<file path="config.mk">
export PLATFORM = sky130hd
export DESIGN_NAME = mp_cache_tag_ctrl
export DESIGN_NICKNAME = d
export VERILOG_FILES = /design/src/rtl/mp_cache_tag_pkg.sv /design/src/rtl/mp_cache_tag_arb.sv /design/src/rtl/mp_cache_tag_ctrl.sv
export SDC_FILE = /design/constraint.sdc
export NUM_CORES = 1
export LEC_CHECK = 0
export CORE_UTILIZATION = 36
export CTS_CLUSTER_DIAMETER = 50
export CTS_CLUSTER_SIZE = 16
export DETAILED_ROUTE_END_ITERATION = 16
export GPL_TIMING_DRIVEN = 0
export HOLD_SLACK_MARGIN = 0.12
export PLACE_DENSITY = 0.86
export SETUP_SLACK_MARGIN = 0.3
export SYNTH_ARGS = -nofsm -noshare
export SYNTH_HDL_FRONTEND = slang
export SYNTH_SLANG_ARGS = --single-unit
</file>
<file path="constraint.sdc">
create_clock -name clk -period 2.83 [get_ports clk]
set_clock_uncertainty 0.1 [all_clocks]
set_input_delay 0.283 -clock clk [delete_from_list [all_inputs] [get_ports clk]]
set_output_delay 0.283 -clock clk [all_outputs]
set_load 0.01 [all_outputs]
</file>
<file path="src/rtl/mp_cache_tag_pkg.sv">
// ============================================================================
// mp_cache_tag_pkg
// Shared widths and enumerations for the cache tag SRAM controller.
// Revision: 1.0
// ============================================================================
`default_nettype none

package mp_cache_tag_pkg;

    localparam int TAG_WIDTH = 24;
    localparam int IDX_WIDTH = 4;

    typedef enum logic [0:0] {
        INIT = 1'b0,
        RUN  = 1'b1
    } tag_ctrl_state_t;

    typedef enum logic [1:0] {
        GNT_NONE = 2'd0,
        GNT_LK   = 2'd1,
        GNT_UP   = 2'd2
    } grant_t;

endpackage

`default_nettype wire

</file>
<file path="src/rtl/mp_cache_tag_arb.sv">
// ============================================================================
// mp_cache_tag_arb
// Combinational lookup/update grant for the tag SRAM port.
// Build option MP_TAG_CTRL_RR_EN selects round-robin instead of update priority.
// Revision: 1.0
// ============================================================================
`default_nettype none

module mp_cache_tag_arb
    import mp_cache_tag_pkg::*;
(
`ifdef MP_TAG_CTRL_RR_EN
    input  logic   clk,
    input  logic   rst,
`endif
    input  logic   en,
    input  logic   lk_valid,
    input  logic   up_valid,
    output logic   lk_ready,
    output logic   up_ready,
    output grant_t grant
);

`ifdef MP_TAG_CTRL_RR_EN
    // 1 = update was granted last; reset state says lookup went last.
    logic r_last_up;

    always_ff @(posedge clk or posedge rst) begin
        if (rst) begin
            r_last_up <= 1'b0;
        end else if (grant == GNT_UP) begin
            r_last_up <= 1'b1;
        end else if (grant == GNT_LK) begin
            r_last_up <= 1'b0;
        end
    end

    always_comb begin
        up_ready = en && (!lk_valid || !r_last_up);
        lk_ready = en && (!up_valid ||  r_last_up);
    end
`else
    always_comb begin
        up_ready = en;
        lk_ready = en && !up_valid;
    end
`endif

    always_comb begin
        grant = GNT_NONE;
        if (up_valid && up_ready) begin
            grant = GNT_UP;
        end else if (lk_valid && lk_ready) begin
            grant = GNT_LK;
        end
    end

endmodule

`default_nettype wire

</file>
<file path="src/rtl/mp_cache_tag_ctrl.sv">
// ============================================================================
// mp_cache_tag_ctrl
// Tag SRAM port sequencer: post-reset clear sweep, then lookup/update service.
// Build option MP_TAG_CTRL_RR_EN enables round-robin arbitration.
// Revision: 1.0
// ============================================================================
`default_nettype none

module mp_cache_tag_ctrl
    import mp_cache_tag_pkg::*;
#(
    parameter int                   TAG_WIDTH  = mp_cache_tag_pkg::TAG_WIDTH,
    parameter int                   IDX_WIDTH  = mp_cache_tag_pkg::IDX_WIDTH,
    parameter logic [TAG_WIDTH-1:0] INIT_VALUE = '0
) (
    input  logic                 clk,
    input  logic                 rst,
    input  logic                 lk_valid,
    input  logic [IDX_WIDTH-1:0] lk_idx,
    output logic                 lk_ready,
    output logic                 lk_rvalid,
    output logic [TAG_WIDTH-1:0] lk_rdata,
    input  logic                 up_valid,
    input  logic [IDX_WIDTH-1:0] up_idx,
    input  logic [TAG_WIDTH-1:0] up_data,
    output logic                 up_ready,
    output logic                 init_done,
    output logic                 sram_csb,
    output logic                 sram_web,
    output logic [IDX_WIDTH-1:0] sram_addr,
    output logic [TAG_WIDTH-1:0] sram_din,
    input  logic [TAG_WIDTH-1:0] sram_dout
);

    localparam logic [IDX_WIDTH-1:0] LAST_IDX = {IDX_WIDTH{1'b1}};

    tag_ctrl_state_t      r_state, w_state_nxt;
    logic [IDX_WIDTH-1:0] r_cnt, w_cnt_nxt;
    logic                 r_init_done, w_init_done_nxt;
    logic                 r_lk_rvalid;
    logic [IDX_WIDTH-1:0] r_addr_last;
    logic [TAG_WIDTH-1:0] r_din_last;
    grant_t               w_grant;

    mp_cache_tag_arb u_arb (
`ifdef MP_TAG_CTRL_RR_EN
        .clk      (clk),
        .rst      (rst),
`endif
        .en       (r_state == RUN),
        .lk_valid (lk_valid),
        .up_valid (up_valid),
        .lk_ready (lk_ready),
        .up_ready (up_ready),
        .grant    (w_grant)
    );

    always_ff @(posedge clk or posedge rst) begin
        if (rst) begin
            r_state     <= INIT;
            r_cnt       <= '0;
            r_init_done <= 1'b0;
            r_lk_rvalid <= 1'b0;
            r_addr_last <= '0;
            r_din_last  <= '0;
        end else begin
            r_state     <= w_state_nxt;
            r_cnt       <= w_cnt_nxt;
            r_init_done <= w_init_done_nxt;
            r_lk_rvalid <= (w_grant == GNT_LK);
            r_addr_last <= sram_addr;
            r_din_last  <= sram_din;
        end
    end

    // Address/data hold their last driven values whenever the port is idle.
    always_comb begin
        w_state_nxt     = r_state;
        w_cnt_nxt       = r_cnt;
        w_init_done_nxt = r_init_done;
        sram_csb        = 1'b1;
        sram_web        = 1'b1;
        sram_addr       = r_addr_last;
        sram_din        = r_din_last;
        case (r_state)
            INIT: begin
                // Keep the macro deselected while reset is still held.
                if (!rst) begin
                    sram_csb  = 1'b0;
                    sram_web  = 1'b0;
                    sram_addr = r_cnt;
                    sram_din  = INIT_VALUE;
                end
                w_cnt_nxt = r_cnt + 1'b1;
                if (r_cnt == LAST_IDX) begin
                    w_state_nxt     = RUN;
                    w_init_done_nxt = 1'b1;
                end
            end
            RUN: begin
                case (w_grant)
                    GNT_UP: begin
                        sram_csb  = 1'b0;
                        sram_web  = 1'b0;
                        sram_addr = up_idx;
                        sram_din  = up_data;
                    end
                    GNT_LK: begin
                        sram_csb  = 1'b0;
                        sram_addr = lk_idx;
                    end
                    default: ;
                endcase
            end
            default: w_state_nxt = INIT;
        endcase
    end

    assign init_done = r_init_done;
    assign lk_rvalid = r_lk_rvalid;
    assign lk_rdata  = sram_dout;

endmodule

`default_nettype wire

</file>
==> impl_metrics.json, run 1 <==
{
  "yosys_warnings": 0,
  "drv_cap": 0,
  "clockRootBuffer": "clkbuf_8",
  "synthToLayoutAreaGrowth_pct": 75.9,
  "synthAdderAreaFrac_pct": 0.818,
  "rr_endpoint": "r_addr_last[0]",
  "hold_viol": 0,
  "rsz0062_at_grt": "true",
  "die_area_um2": 4510,
  "drive_above_1_share_pct": 19.5,
  "ios": 118,
  "synth_cells": 120,
  "port-buffer-count": 93,
  "p_leak_nw": 1.36,
  "clk_pin_slew_worst_paths_ps": 70,
  "avgSynthCellArea_um2": 12.7,
  "place_congestion": 0.732,
  "final_cell_mix": "clkdlybuf4s50_1 (73), dfrtp_1 (35), a22o_1 (28), buf_4 (28), dlymetal6s2s_1 (16)",
  "hold_path_depth": 1,
  "grt_usage_pct": 16.6,
  "grt_max_degree": 36,
  "r2r_slack_ps": 1180,
  "wl_um": 3830,
  "cts_sinks": 35,
  "start_util_pct": 38.0,
  "h-tree-depth": 2,
  "antenna_found_initial": 0,
  "multi_input_area_um2": 433,
  "fin_util_pct": 66.8,
  "setup_viol": 0,
  "status": "finished, final reports clean",
  "tns_ps": 0,
  "synth_nets": 181,
  "dr.pass1.iters": 4,
  "cts_buffer_depth": 2,
  "drtIter0Drc": 58,
  "viasPerCell": 4.78,
  "rows": 23,
  "synth.distinct_cells": 22,
  "synth_area_um2": 1530,
  "hold_end": "init_done",
  "cts_made_buffers": 5,
  "hold_start": "init_done",
  "ir_worst_vdd_v": 0.000345,
  "postCtsSetupRepairBufs": 0,
  "die_h_um": 67.2,
  "max_slew_margin_pct": 52.9,
  "drv_slew": 0,
  "path_max_fanout": 4,
  "core_region_area_um2": 4030,
  "worstHoldPathType": "reg2reg",
  "synth_mux_area_share_pct": 1.39,
  "r2r_cells": 5,
  "worst-endpoint-required_ps": 2450,
  "avgRoutedWirePerCell_um": 14.1,
  "ys_seq_elements": 35,
  "final.period_utilization_pct": 87.5,
  "hpwl_um": 2920,
  "layout.nets": 281,
  "critPathKind": "in2out",
  "num_vias": 1296,
  "final_common_cell": "clkdlybuf4s50_1",
  "synth_xor_area_share_pct": 1.72,
  "antenna_left": 0,
  "ff_latch_area_um2": 876,
  "ys_seq_area_share_pct": 57.3,
  "final.min_clock_period_ps": 2480,
  "p_per_area_nw_per_um2": 475,
  "dieWidth_um": 67.2,
  "diodes": 0,
  "synth_top_family_by_area": "compound AO/OA/AOI/OAI gates",
  "cp.arrival_ps": 2090,
  "worstMarginPinSlew_ps": 706,
  "grt_pass1_vias": 1214,
  "fmax_ghz": 0.404,
  "drc": 0,
  "yosys.area_share.simple_pct": 3.85,
  "clock_latency_ps": 280,
  "synth_compound_area_share_pct": 20.0,
  "end_kind": "output port",
  "overflow": 0,
  "fillers": 325,
  "cts_tree": "built",
  "startpoint_type": "primary input",
  "grt_pass1_wl_um": 5390,
  "r2r-start": "r_state"
}
area by class of cell:
class                      instances  share of cell area [%]
multi-input combinational         52                    16.1
sequential                        35                    32.6
clock inverter                     3                    1.63
inverter                           2                   0.279
clock buffer                       5                    2.56
timing repair buffer              93                    35.9
buffer                            31                    8.65
tap                               50                    2.33
synthesized netlist by cell type:
cell type  count  area share, %
mux2i_1        1           0.65
nor2_1         3           0.74
inv_1          1           0.25
mux2_2         1           0.74
o21ai_0        1           0.33
inv_2          1           0.25
xnor2_1        3            1.7
o21bai_1       1           0.49
a31o_2         1           0.57
buf_6          1           0.74
clkbuf_1       1           0.25
buf_4         24             12
a221o_1        4            2.6
ha_1           1           0.82
nand4b_1       1           0.57
a22o_1        28             16
buf_2          5            1.6
dfrtp_1       35             57
nand2b_1       3            1.2
and2_1         1           0.41
and2_0         1           0.41
nand2_1        2           0.49
through the flow:
stage	area, µm²	power (mW)	hold WS [ps]	std cells	worst slack, ps
floorplan	1530	0.678	337	120	1070
global placement	2520	0.851	365	263	288
detailed placement	2520	0.856	369	263	252
CTS	2640	1.30	385	271	256
global route	2690	1.33	389	271	258
finish	2690	1.28	375	271	353
repair_timing:
action                                  CTS  global route
gates resized for setup                   7            21
cloned                                    0             0
endpoints found under the setup margin   24            20
hold buffers                              0             0
pin swaps                                 0             1
worst max-delay path by stage:
stage / startpoint / depth (start not counted) / slack [ps] / to
final: up_valid / 4 / 350 / sram_csb
after global routing: up_valid / 4 / 260 / sram_csb
after CTS: r_state / 6 / 260 / sram_din[19]
after detailed placement: up_valid / 7 / 250 / sram_addr[3]
after global placement: up_valid / 6 / 290 / sram_din[7]
after floorplan: r_state / 5 / 1070 / sram_addr[0]
metal layers:
layer  routed length [µm]  track usage [%]
met1                 1470             19.8
met2                 2020             28.6
met3                  307             5.07
met4                   29             4.79
met5                    0                0
registers in the layout, summed over array words and instances, names as in the netlist:
name         cells
r_din_last      24
r_addr_last      4
r_cnt            4
init_done        1
lk_rvalid        1
r_state          1
kinds of logic (layout without fill, tap and decap cells):
logic type / after synthesis / after routing
adders and majority gates: 1 / 1
DFF: 35 / 35
AOI/OAI and AO/OA: 35 / 35
xor gates and xnor gates: 3 / 3
buffers and inverters: 33 / 134
and+or+nand+nor: 11 / 11
muxes: 2 / 2
worst max-delay path: stages:
cell and delay, ps:
clkdlybuf4s50_1 460, nand2b_1 250, o21ai_0 460, clkdlybuf4s50_1 650
where the power goes:
part | internal (mW) | switching [mW] | total, mW
clock | 0.262 | 0.178 | 0.440
combinational | 0.184 | 0.107 | 0.291
sequential | 0.536 | 0.0104 | 0.546
total | 0.982 | 0.296 | 1.28
No activity file was read; power rests on OpenSTA's default activity.
==> run 2: changes to the inputs <==
CORE_MARGIN = 1.5   (was default)
==> impl_metrics.json, run 2 (synthesis results as in run 1) <==
{
  "critPathCapture": "sram_din[3]",
  "rows": 23,
  "layout.nets": 281,
  "fillers": 337,
  "drc": 0,
  "hpwl_um": 3040,
  "grt_pass1_wl_um": 5870,
  "startpoint_type": "flip-flop",
  "cts_tree": "built",
  "start_util_pct": 38.0,
  "p_per_area_nw_per_um2": 460,
  "setup_viol": 0,
  "grt_max_degree": 36,
  "overflow": 0,
  "final.min_clock_period_ps": 2440,
  "fmax_ghz": 0.409,
  "die_area_um2": 4650,
  "drive_above_1_share_pct": 19.0,
  "hold_viol": 0,
  "die_h_um": 68.2,
  "hold_buffers": 0,
  "postCtsSetupRepairBufs": 0,
  "ir_worst_vdd_v": 0.000325,
  "place_congestion": 0.704,
  "num_vias": 1279,
  "r2r_cells": 5,
  "end_kind": "output port",
  "ff_latch_area_um2": 876,
  "ios": 118,
  "critical_path.startpoint": "r_state",
  "path_max_fanout": 10,
  "viasPerCell": 4.72,
  "avgRoutedWirePerCell_um": 14.6,
  "grt_usage_pct": 17.4,
  "clockRootBuffer": "clkbuf_8",
  "cts_buffer_depth": 2,
  "p_leak_nw": 1.29,
  "cp.arrival_ps": 2060,
  "tns_ps": 0,
  "cts_sinks": 35,
  "port-buffer-count": 93,
  "grt_pass1_vias": 1310,
  "top_register": "r_din_last",
  "final.period_utilization_pct": 86.3,
  "worstMarginPinSlew_ps": 713,
  "drv_cap": 0,
  "rr_endpoint": "r_addr_last[1]",
  "dieWidth_um": 68.2,
  "drv_slew": 0,
  "r2r_slack_ps": 1160,
  "rsz0062_at_grt": "true",
  "max_slew_margin_pct": 52.4,
  "critPathKind": "reg2out",
  "clock_latency_ps": 280,
  "worstHoldPathType": "reg2reg",
  "largest_reg_flops": 24,
  "antenna_left": 0,
  "synthToLayoutAreaGrowth_pct": 74.6,
  "drtIter0Drc": 50,
  "cts_made_buffers": 5,
  "r2r-start": "r_state",
  "reg.largest.list": "r_din_last (24), r_addr_last (4), r_cnt (4)",
  "antenna_found_initial": 0,
  "h-tree-depth": 2,
  "clk_pin_slew_worst_paths_ps": 60,
  "dr.pass1.iters": 4,
  "final_cell_mix": "clkdlybuf4s50_1 (79), dfrtp_1 (35), a22o_1 (28)",
  "final_common_cell": "clkdlybuf4s50_1",
  "multi_input_area_um2": 433,
  "fin_cells": 271,
  "diodes": 0,
  "wl_um": 3960,
  "dp_cells": 263,
  "core_region_area_um2": 4030,
  "worst-endpoint-required_ps": 2450,
  "status": "finished, final reports clean"
}
==> run 2: cell count changes in the layout (fill, tap and decap cells not counted), sizes merged <==
| cell | previous run | this run |
|---|---|---|
| clkdlybuf4s50 | 73 | 79 |
| clkinv | 2 | 0 |
| clkbuf | 7 | 10 |
| dlymetal6s2s | 16 | 10 |
| bufinv | 1 | 0 |
==> run 2: worst max-delay path, stage by stage, from the launching register on <==
cell             delay (ps)
dfrtp_1                 410
buf_6                   150
and2_1                  150
clkbuf_4                180
buf_6                   150
a22o_1                  240
clkdlybuf4s50_1         490
==> run 2: worst min-delay path by stage <==
| stage | startpoint | end | slack [ps] | depth (start not counted) |
|---|---|---|---|---|
| floorplan | rst | init_done | 340 | 1 |
| finish | init_done | init_done | 380 | 1 |
| detailed placement | init_done | init_done | 370 | 1 |
| global placement | init_done | init_done | 370 | 1 |
| global route | init_done | init_done | 400 | 1 |
| CTS | init_done | init_done | 390 | 1 |
==> run 2: what timing repair did <==
item                                    CTS  global route
gates resized for setup                   7            18
gates cloned                              0             0
endpoints found under the setup margin   24            20
pin swaps                                 0             1
==> run 2: layout make-up <==
class                           count  share of cell area, %
Clock buffer                        8                   3.75
Sequential cell                    35                   32.8
Multi-Input combinational cell     52                   16.2
Inverter                            2                  0.281
Tap cell                           50                   2.34
Buffer                             31                   9.00
Timing Repair Buffer               93                   35.6
==> run 2: power by group <==
| part | leakage (nW) | total, mW | internal (mW) | switching [mW] |
|---|---|---|---|---|
| registers | 0.427 | 0.547 | 0.536 | 0.0111 |
| logic | 0.813 | 0.295 | 0.187 | 0.108 |
| clock network | 0.0515 | 0.387 | 0.222 | 0.165 |
==> run 2: metrics by stage <==
stage	power, mW	setup slack, ps	hold slack (ps)	util, %	area (µm²)
after floorplan	0.678	1070	337	-	1530
after global placement	0.852	284	367	62.6	2520
after detailed placement	0.858	234	370	62.6	2520
after CTS	1.25	243	386	65.2	2630
after global routing	1.29	275	398	66.3	2670
final	1.23	387	380	66.3	2670
==> run 2: routing by layer <==
metal	up-vias	share of wire, %	global-route usage, %
li1	606	-	-
met2	60	53	30.6
met5	-	0	0
met1	607	38	20.0
met4	0	1.3	7.25
met3	6	7.6	4.28
==> run 3: changes to the inputs <==
ABC_CLOCK_PERIOD_IN_PS = 2830   (was default)
==> results of run 3 <==
Same layout as run 2: the final DEF is identical, and so are final timing and power.
